==> src/rtl/layer_0_pool_if.sv <==
// Layer-0 pooling stream bundle.
// Carries the layer-0 read-side inputs into the 2x2 max-pool stage and the
// pooled result stream out of it.
//   rdy_in       : layer-0 window-ready (a full 2x2 window is readable)
//   din_0/din_1  : layer-0 RAM read data, channels 0/1
//   dout_vld     : one-cycle pulse, new pooled result present
//   dout_0/1     : pooled maxima per channel
//   dout_idx     : row-major window index of the shown result
//   frame_done   : pulse with the last window of a frame
//   bsy          : pool stage is consuming a window
// master = producer/consumer environment, slave = the pool stage.
`timescale 1ns/1ps
interface layer_0_pool_if #(
    parameter int unsigned DW = 18,
    parameter int unsigned IW = 8
);
    logic          rdy_in;
    logic [DW-1:0] din_0;
    logic [DW-1:0] din_1;
    logic          dout_vld;
    logic [DW-1:0] dout_0;
    logic [DW-1:0] dout_1;
    logic [IW-1:0] dout_idx;
    logic          frame_done;
    logic          bsy;

    modport master (
        output rdy_in, din_0, din_1,
        input  dout_vld, dout_0, dout_1, dout_idx, frame_done, bsy
    );

    modport slave (
        input  rdy_in, din_0, din_1,
        output dout_vld, dout_0, dout_1, dout_idx, frame_done, bsy
    );
endinterface

==> src/rtl/layer_0_pool.sv <==
// 2x2 max-pool stage on the layer-0 feature RAM read port.
// Accepts a window when rdy_in is seen in IDLE, takes the four window words
// on the next four cycles (C0..C3), and registers the per-channel maximum
// one cycle later together with its window index. After the last window of
// the frame the stage parks in DONE until tx_done.
// Ports:
//   clk     : system clock, rising edge
//   rst_n   : asynchronous active-low reset
//   tx_done : synchronous frame abort/restart strobe
//   bus     : layer_0_pool_if.slave (rdy_in, din_*, dout_*, frame_done, bsy)
`timescale 1ns/1ps
module layer_0_pool #(
    parameter int unsigned DW    = 18,
    parameter int unsigned N_WIN = 169,
    parameter int unsigned IW    = 8
) (
    input  logic           clk,
    input  logic           rst_n,
    input  logic           tx_done,
    layer_0_pool_if.slave  bus
);

    typedef enum logic [2:0] {
        S_IDLE,
        S_C0,
        S_C1,
        S_C2,
        S_C3,
        S_DONE
    } state_t;

    state_t        r_state;
    state_t        w_next;

    logic [DW-1:0] r_max0;
    logic [DW-1:0] r_max1;
    logic [IW-1:0] r_cnt;

    logic          r_vld;
    logic [DW-1:0] r_dout0;
    logic [DW-1:0] r_dout1;
    logic [IW-1:0] r_idx;
    logic          r_fdone;

    logic [DW-1:0] w_max0;
    logic [DW-1:0] w_max1;
    logic          w_last;

    // Strictly-greater compare: ties keep the held value.
    assign w_max0 = (bus.din_0 > r_max0) ? bus.din_0 : r_max0;
    assign w_max1 = (bus.din_1 > r_max1) ? bus.din_1 : r_max1;
    assign w_last = (r_cnt == IW'(N_WIN - 1));

    // State register
    always_ff @(posedge clk or negedge rst_n) begin
        if (!rst_n) begin
            r_state <= S_IDLE;
        end else begin
            r_state <= w_next;
        end
    end

    // Next-state logic; tx_done overrides every transition.
    always_comb begin
        w_next = r_state;
        if (tx_done) begin
            w_next = S_IDLE;
        end else begin
            case (r_state)
                S_IDLE:  if (bus.rdy_in) w_next = S_C0;
                S_C0:    w_next = S_C1;
                S_C1:    w_next = S_C2;
                S_C2:    w_next = S_C3;
                S_C3:    w_next = w_last ? S_DONE : S_IDLE;
                S_DONE:  w_next = S_DONE;
                default: w_next = S_IDLE;
            endcase
        end
    end

    // Datapath: running max, window counter, registered result.
    always_ff @(posedge clk or negedge rst_n) begin
        if (!rst_n) begin
            r_max0  <= '0;
            r_max1  <= '0;
            r_cnt   <= '0;
            r_vld   <= 1'b0;
            r_dout0 <= '0;
            r_dout1 <= '0;
            r_idx   <= '0;
            r_fdone <= 1'b0;
        end else if (tx_done) begin
            // Result registers deliberately keep their last value.
            r_max0  <= '0;
            r_max1  <= '0;
            r_cnt   <= '0;
            r_vld   <= 1'b0;
            r_fdone <= 1'b0;
        end else begin
            r_vld   <= 1'b0;
            r_fdone <= 1'b0;
            case (r_state)
                S_C0: begin
                    // First word loads directly; no compare against the previous window.
                    r_max0 <= bus.din_0;
                    r_max1 <= bus.din_1;
                end
                S_C1, S_C2: begin
                    r_max0 <= w_max0;
                    r_max1 <= w_max1;
                end
                S_C3: begin
                    r_dout0 <= w_max0;
                    r_dout1 <= w_max1;
                    r_idx   <= r_cnt;
                    r_vld   <= 1'b1;
                    if (w_last) begin
                        r_fdone <= 1'b1;
                        r_cnt   <= '0;
                    end else begin
                        r_cnt   <= r_cnt + 1'b1;
                    end
                end
                default: ;
            endcase
        end
    end

    assign bus.dout_vld   = r_vld;
    assign bus.dout_0     = r_dout0;
    assign bus.dout_1     = r_dout1;
    assign bus.dout_idx   = r_idx;
    assign bus.frame_done = r_fdone;
    assign bus.bsy        = (r_state == S_C0) || (r_state == S_C1) ||
                            (r_state == S_C2) || (r_state == S_C3);

endmodule

==> src/flat_wrapper.sv <==
// flat-port wrapper written by rule: the top's interface ports become plain ports
module layer_0_pool_flat 
#(
    parameter int unsigned DW    = 18,
    parameter int unsigned N_WIN = 169,
    parameter int unsigned IW    = 8
)
  (clk, rst_n, tx_done, bus_rdy_in, bus_din_0, bus_din_1, bus_dout_vld, bus_dout_0, bus_dout_1, bus_dout_idx, bus_frame_done, bus_bsy);
  layer_0_pool_if #(.DW(DW), .IW(IW)) bus_i ();
  input  logic clk;
  input  logic rst_n;
  input  logic tx_done;
  input wire logic [$bits(bus_i.rdy_in)-1:0] bus_rdy_in;
  input wire logic [$bits(bus_i.din_0)-1:0] bus_din_0;
  input wire logic [$bits(bus_i.din_1)-1:0] bus_din_1;
  output wire logic [$bits(bus_i.dout_vld)-1:0] bus_dout_vld;
  output wire logic [$bits(bus_i.dout_0)-1:0] bus_dout_0;
  output wire logic [$bits(bus_i.dout_1)-1:0] bus_dout_1;
  output wire logic [$bits(bus_i.dout_idx)-1:0] bus_dout_idx;
  output wire logic [$bits(bus_i.frame_done)-1:0] bus_frame_done;
  output wire logic [$bits(bus_i.bsy)-1:0] bus_bsy;
  assign bus_i.rdy_in = bus_rdy_in;
  assign bus_i.din_0 = bus_din_0;
  assign bus_i.din_1 = bus_din_1;
  assign bus_dout_vld = bus_i.dout_vld;
  assign bus_dout_0 = bus_i.dout_0;
  assign bus_dout_1 = bus_i.dout_1;
  assign bus_dout_idx = bus_i.dout_idx;
  assign bus_frame_done = bus_i.frame_done;
  assign bus_bsy = bus_i.bsy;
  layer_0_pool #(.DW(DW), .N_WIN(N_WIN), .IW(IW)) u_core (.clk(clk), .rst_n(rst_n), .tx_done(tx_done), .bus(bus_i));
endmodule
==> config.mk <==
export PLATFORM = sky130hd
export DESIGN_NAME = layer_0_pool_flat
export DESIGN_NICKNAME = d
export VERILOG_FILES = /design/src/rtl/layer_0_pool_if.sv /design/src/rtl/layer_0_pool.sv /design/src/flat_wrapper.sv
export SDC_FILE = /design/constraint.sdc
export NUM_CORES = 1
export LEC_CHECK = 0
export BUFFER_PORTS_ARGS = -buffer_cell sky130_fd_sc_hd__buf_2
export CORE_MARGIN = 2
export CORE_UTILIZATION = 45
export DETAILED_ROUTE_END_ITERATION = 7
export GPL_TIMING_DRIVEN = 0
export PLACE_DENSITY = 0.69
export SETUP_SLACK_MARGIN = 0.4
export SLEW_MARGIN = 20
export SYNTH_ARGS = -nofsm -noshare
export SYNTH_HDL_FRONTEND = slang
export SYNTH_SLANG_ARGS = --single-unit
==> constraint.sdc <==
create_clock -name clk -period 2.35 [get_ports clk]
set_input_delay 0.1175 -clock clk [delete_from_list [all_inputs] [get_ports clk]]
set_output_delay 0.1175 -clock clk [all_outputs]
set_load 0.02 [all_outputs]
==> run_results.csv <==
group,metric,value,unit
sta,timing.final.crit_share,101,%
floorplan,ios,87,
power_and_ir_drop,p_int,3.55,mW
flow_run,drv_cap,0,
power_and_ir_drop,pwr-share-comb,32.3,%
synthesis,synth_ff_type,"dfrtp_1",
clock_tree,clkLatencyLatePin,340,ps
sta,final-setup-viol-count,8,
global_routing,grt_pass1_wl,22.8,mm
hold_path,hold_path_end,"u_core.r_max1[5]",
routing,via_count,4724,
critical_path,crit_type,"flip-flop to flip-flop",
synthesis,ys_types,52,
hold_path,hold_path_depth,2,
sta,hold_violations,0,
power_and_ir_drop,power_frac_clock,29.4,%
floorplan,dieArea,0.0121,mm²
synthesis,netlist.top_cell.by_area,"dfrtp_1",
finish,nets,769,
clock_tree,root_buffer,"clkbuf_16",
critical_path,cp_top_family,"simple AND/OR/NAND/NOR gates",
floorplan,start_util,46.4,%
synthesis,ys_top_cells_by_area,"dfrtp_1 (46%), ha_1 (9.4%), a22o_1 (6.2%)",
synthesis,syn_area,0.00507,mm²
synthesis,synth-compound-area-share,22.4,%
sta,maxSlewViolCount,0,
critical_path,crit_path_max_fanout,10,
finish,antennaDiodeCount,0,
power_and_ir_drop,power_frac_seq,38.4,%
synthesis,synth-simple-area-share,15.4,%
global_routing,overflow,0,
hold_path,worstHoldPathType,"primary input to flip-flop",
power_and_ir_drop,fin_total_pwr,5.36,mW
sta,period_needed,2360,ps
power_and_ir_drop,switching_share,33.8,%
routing,drt_first_pass_iters,5,
floorplan,die_x,110,µm
clock_tree,cts.path.max_buffers,2,
critical_path,crit_chain,"inv_1, ha_1, nand4_1, or3_4, nand2b_4, a21o_1, buf_6, a31oi_4, buf_6, a22o_1",
synthesis,yosysMostFrequentCell,"dfrtp_1",
critical_path,r2r_end,"u_core.r_max1[11]",
synthesis,ys_seq_area_share,45.9,%
outcome,outcome,"complete, but fails checks",
placement,dp_hpwl,9.21,mm
critical_path,worstRegToRegCells,10,
global_routing,antenna_found_initial,0,
routing,route.detailed.drc,0,
critical_path,cp-start-kind,"flip-flop",
critical_path,reg2reg_slack,-10,ps
synthesis,yosysTopAreaCellShare,45.9,%
global_routing,grt_pass1_vias,4658,
finish,layout-drive-gt1-share,32.9,%
sta,fin_skew,4.66,ps
critical_path,r2r-start,"u_core.r_max1[5]",
critical_path,cp_num_buf_inv,3,
floorplan,core_area,0.0109,mm²
placement,numPortBuffers,86,
placement,gp_congestion,0.811,
sta,fmax,423,MHz
critical_path,cpMaxStageDelayCell,"or3_4",
sta,max-slew-margin-rel,57.3,%
power_and_ir_drop,vdd_ir_drop_max,0.396,mV
routing,drt-initial-drc-count,236,
outcome,failed_checks,"negative setup slack",
hold_path,min_from,"bus_din_1[5]",
clock_tree,clock_sinks,93,
sta,fin_ws,-13.5,ps
synthesis,synth_commonest_cells,"dfrtp_1 (93), nand2_1 (71), nor2_1 (53), inv_1 (44), ha_1 (38)",
critical_path,required,2580,ps
clock_tree,clkTransAtPathRegs,60,ps
routing,ant_nets,0,
synthesis,synthAdderAreaFrac,9.37,%
finish,areaGrowthSynthToFinish,36.1,%
synthesis,syn_avg_cell_area,9.28,µm²
synthesis,yosys_warnings,0,
floorplan,dieHeight,110,µm
synthesis,syn_nets,625,
sta,rsz0062_at_grt,"yes",
sta,tns,-45.9,ps
critical_path,crit_arrival,2590,ps
synthesis,synth_top_family_by_area,"compound AO/OA/AOI/OAI gates",
clock_tree,cts_buffers,9,
power_and_ir_drop,p_leak,3.21,nW
routing,routed_wl,14.3,mm
synthesis,synth_edf_count,0,
routing,wl_per_cell,17.1,µm
critical_path,cpMostUsedCell,"buf_6",
synthesis,yosys-mux-area-fraction,0,%
synthesis,postSynthCellCount,547,
power_and_ir_drop,powerDensity,776,mW/mm²
sta,worst_pin_slew,641,ps
floorplan,num_rows,38,
synthesis,synth_xor_area_share,0.691,%
critical_path,cp-end-kind,"flip-flop",
clock_tree,htree_levels,3,
global_routing,grt_max_degree,59,
power_and_ir_drop,p_sw,1.81,mW
synthesis,postSynth.asyncResetShare,100,%
critical_path,cpPeakStageDelay,440,ps
routing,vias_per_cell,5.66,
clock_tree,cts_tree,"built",
synthesis,ys_ff_latch,93,
global_routing,grt_usage,24.5,%
worst max path at each step:
stage                            from  depth (start not counted)                   end  slack [ps]
finish               u_core.r_max1[5]                         10     u_core.r_max1[11]         -10
CTS                 u_core.r_max1[12]                         10      u_core.r_max1[2]          30
floorplan           u_core.r_max1[11]                         10     u_core.r_max1[10]         150
global placement    u_core.r_max1[16]                          9  u_core.bus.dout_1[6]        -170
detailed placement  u_core.r_max1[16]                          9  u_core.bus.dout_1[5]        -210
global route        u_core.r_max1[12]                         11      u_core.r_max1[7]        -120
worst reg2reg max path: cells and delay by family, from the launching register on:
family / cells / cell delay, ps
DFF: 1 / 370
adders and majority gates: 1 / 320
buffers and inverters: 3 / 400
AOI/OAI and AO/OA: 3 / 460
and+or+nand+nor: 3 / 690
per-stage QoR:
stage          setup slack [ps]  cell area (µm²)  std cells  util [%]  hold slack, ps
2_1_floorplan               149             5190        547         -            -178
3_3_place_gp               -173             5800        773      53.0             353
3_5_place_dp               -211             5830        774      53.3            41.5
4_1_cts                    34.4             6720        829      61.4            21.9
5_1_grt                    -117             6910        835      63.2            31.0
6_report                  -13.5             6910        835      63.2            30.5
repair_timing:
item                                    CTS  global route
resized for setup                        55            41
hold endpoints to repair                 36             0
buffers inserted                         35             6
pin swaps                                26            30
hold buffers                              2             0
endpoints found under the setup margin   72            82
gates cloned                              3             0
final cells by class:
type	count	area [µm²]
sequential	93	2330
inverter	45	169
timing repair buffer	133	907
tap	140	175
clock buffer	11	243
clock inverter	4	72.6
fill	907	4030
multi-input combinational	384	2800
buffer	25	210
registers in the layout, summed over array words and instances, names as in the netlist:
| register | count |
|---|---|
| u_core.bus.dout_0 | 18 |
| u_core.bus.dout_1 | 18 |
| u_core.r_max0 | 18 |
| u_core.r_max1 | 18 |
| u_core.bus.dout_idx | 8 |
| u_core.r_cnt | 8 |
| u_core.r_state | 3 |
| u_core.bus.dout_vld | 1 |
| u_core.bus.frame_done | 1 |
logic make-up after synthesis:
family | Yosys count
AO/OA/AOI/OAI | 166
XOR/XNOR | 4
adder cells (fa/ha/maj) | 38
buffers and inverters | 70
flip-flops | 93
AND/OR/NAND/NOR | 176
power by group through the flow:
stage	logic, mW	registers, mW	clock network, mW
3_3_place_gp	1.43	2.07	0
2_1_floorplan	0.669	2.34	0
5_1_grt	1.88	2.09	1.67
3_5_place_dp	1.46	2.09	0
4_1_cts	1.66	2.05	1.58
6_report	1.73	2.06	1.57
layer usage:
| layer | routed length, µm | up-vias | GRT usage, % |
|---|---|---|---|
| met2 | 7040 | 143 | 39.5 |
| met4 | 191 | 0 | 7.59 |
| met5 | 0 | - | 0 |
| met3 | 874 | 17 | 5.35 |
| li1 | - | 2229 | - |
| met1 | 6220 | 2335 | 32.9 |
cell usage in the layout, fill, tap and decap left out, types with 3 or more instances in the layout:
cell | Yosys | final
a31oi_4 | 1 | 3
a21o_1 | 4 | 4
buf_2 | 6 | 87
clkbuf_1 | 9 | 8
o21ai_0 | 33 | 23
nand2_4 | 0 | 4
inv_2 | 1 | 6
a21oi_4 | 1 | 3
nand2_1 | 71 | 53
a21oi_1 | 37 | 33
buf_6 | 4 | 19
clkbuf_16 | 0 | 9
o21ai_2 | 0 | 3
a31oi_1 | 37 | 34
nand3_1 | 24 | 24
nor2_1 | 53 | 48
nand2_2 | 0 | 14
xor2_1 | 3 | 3
inv_1 | 44 | 39
dfrtp_1 | 93 | 93
buf_8 | 0 | 4
clkbuf_8 | 0 | 3
nor2_2 | 0 | 3
a21oi_2 | 1 | 3
a22o_1 | 36 | 36
o21ai_1 | 0 | 7
ha_4 | 0 | 9
or3_1 | 5 | 3
ha_1 | 38 | 29
buf_4 | 4 | 30
nand2b_1 | 4 | 3
nand4_1 | 6 | 6
Power figures use the tool's default switching activity.
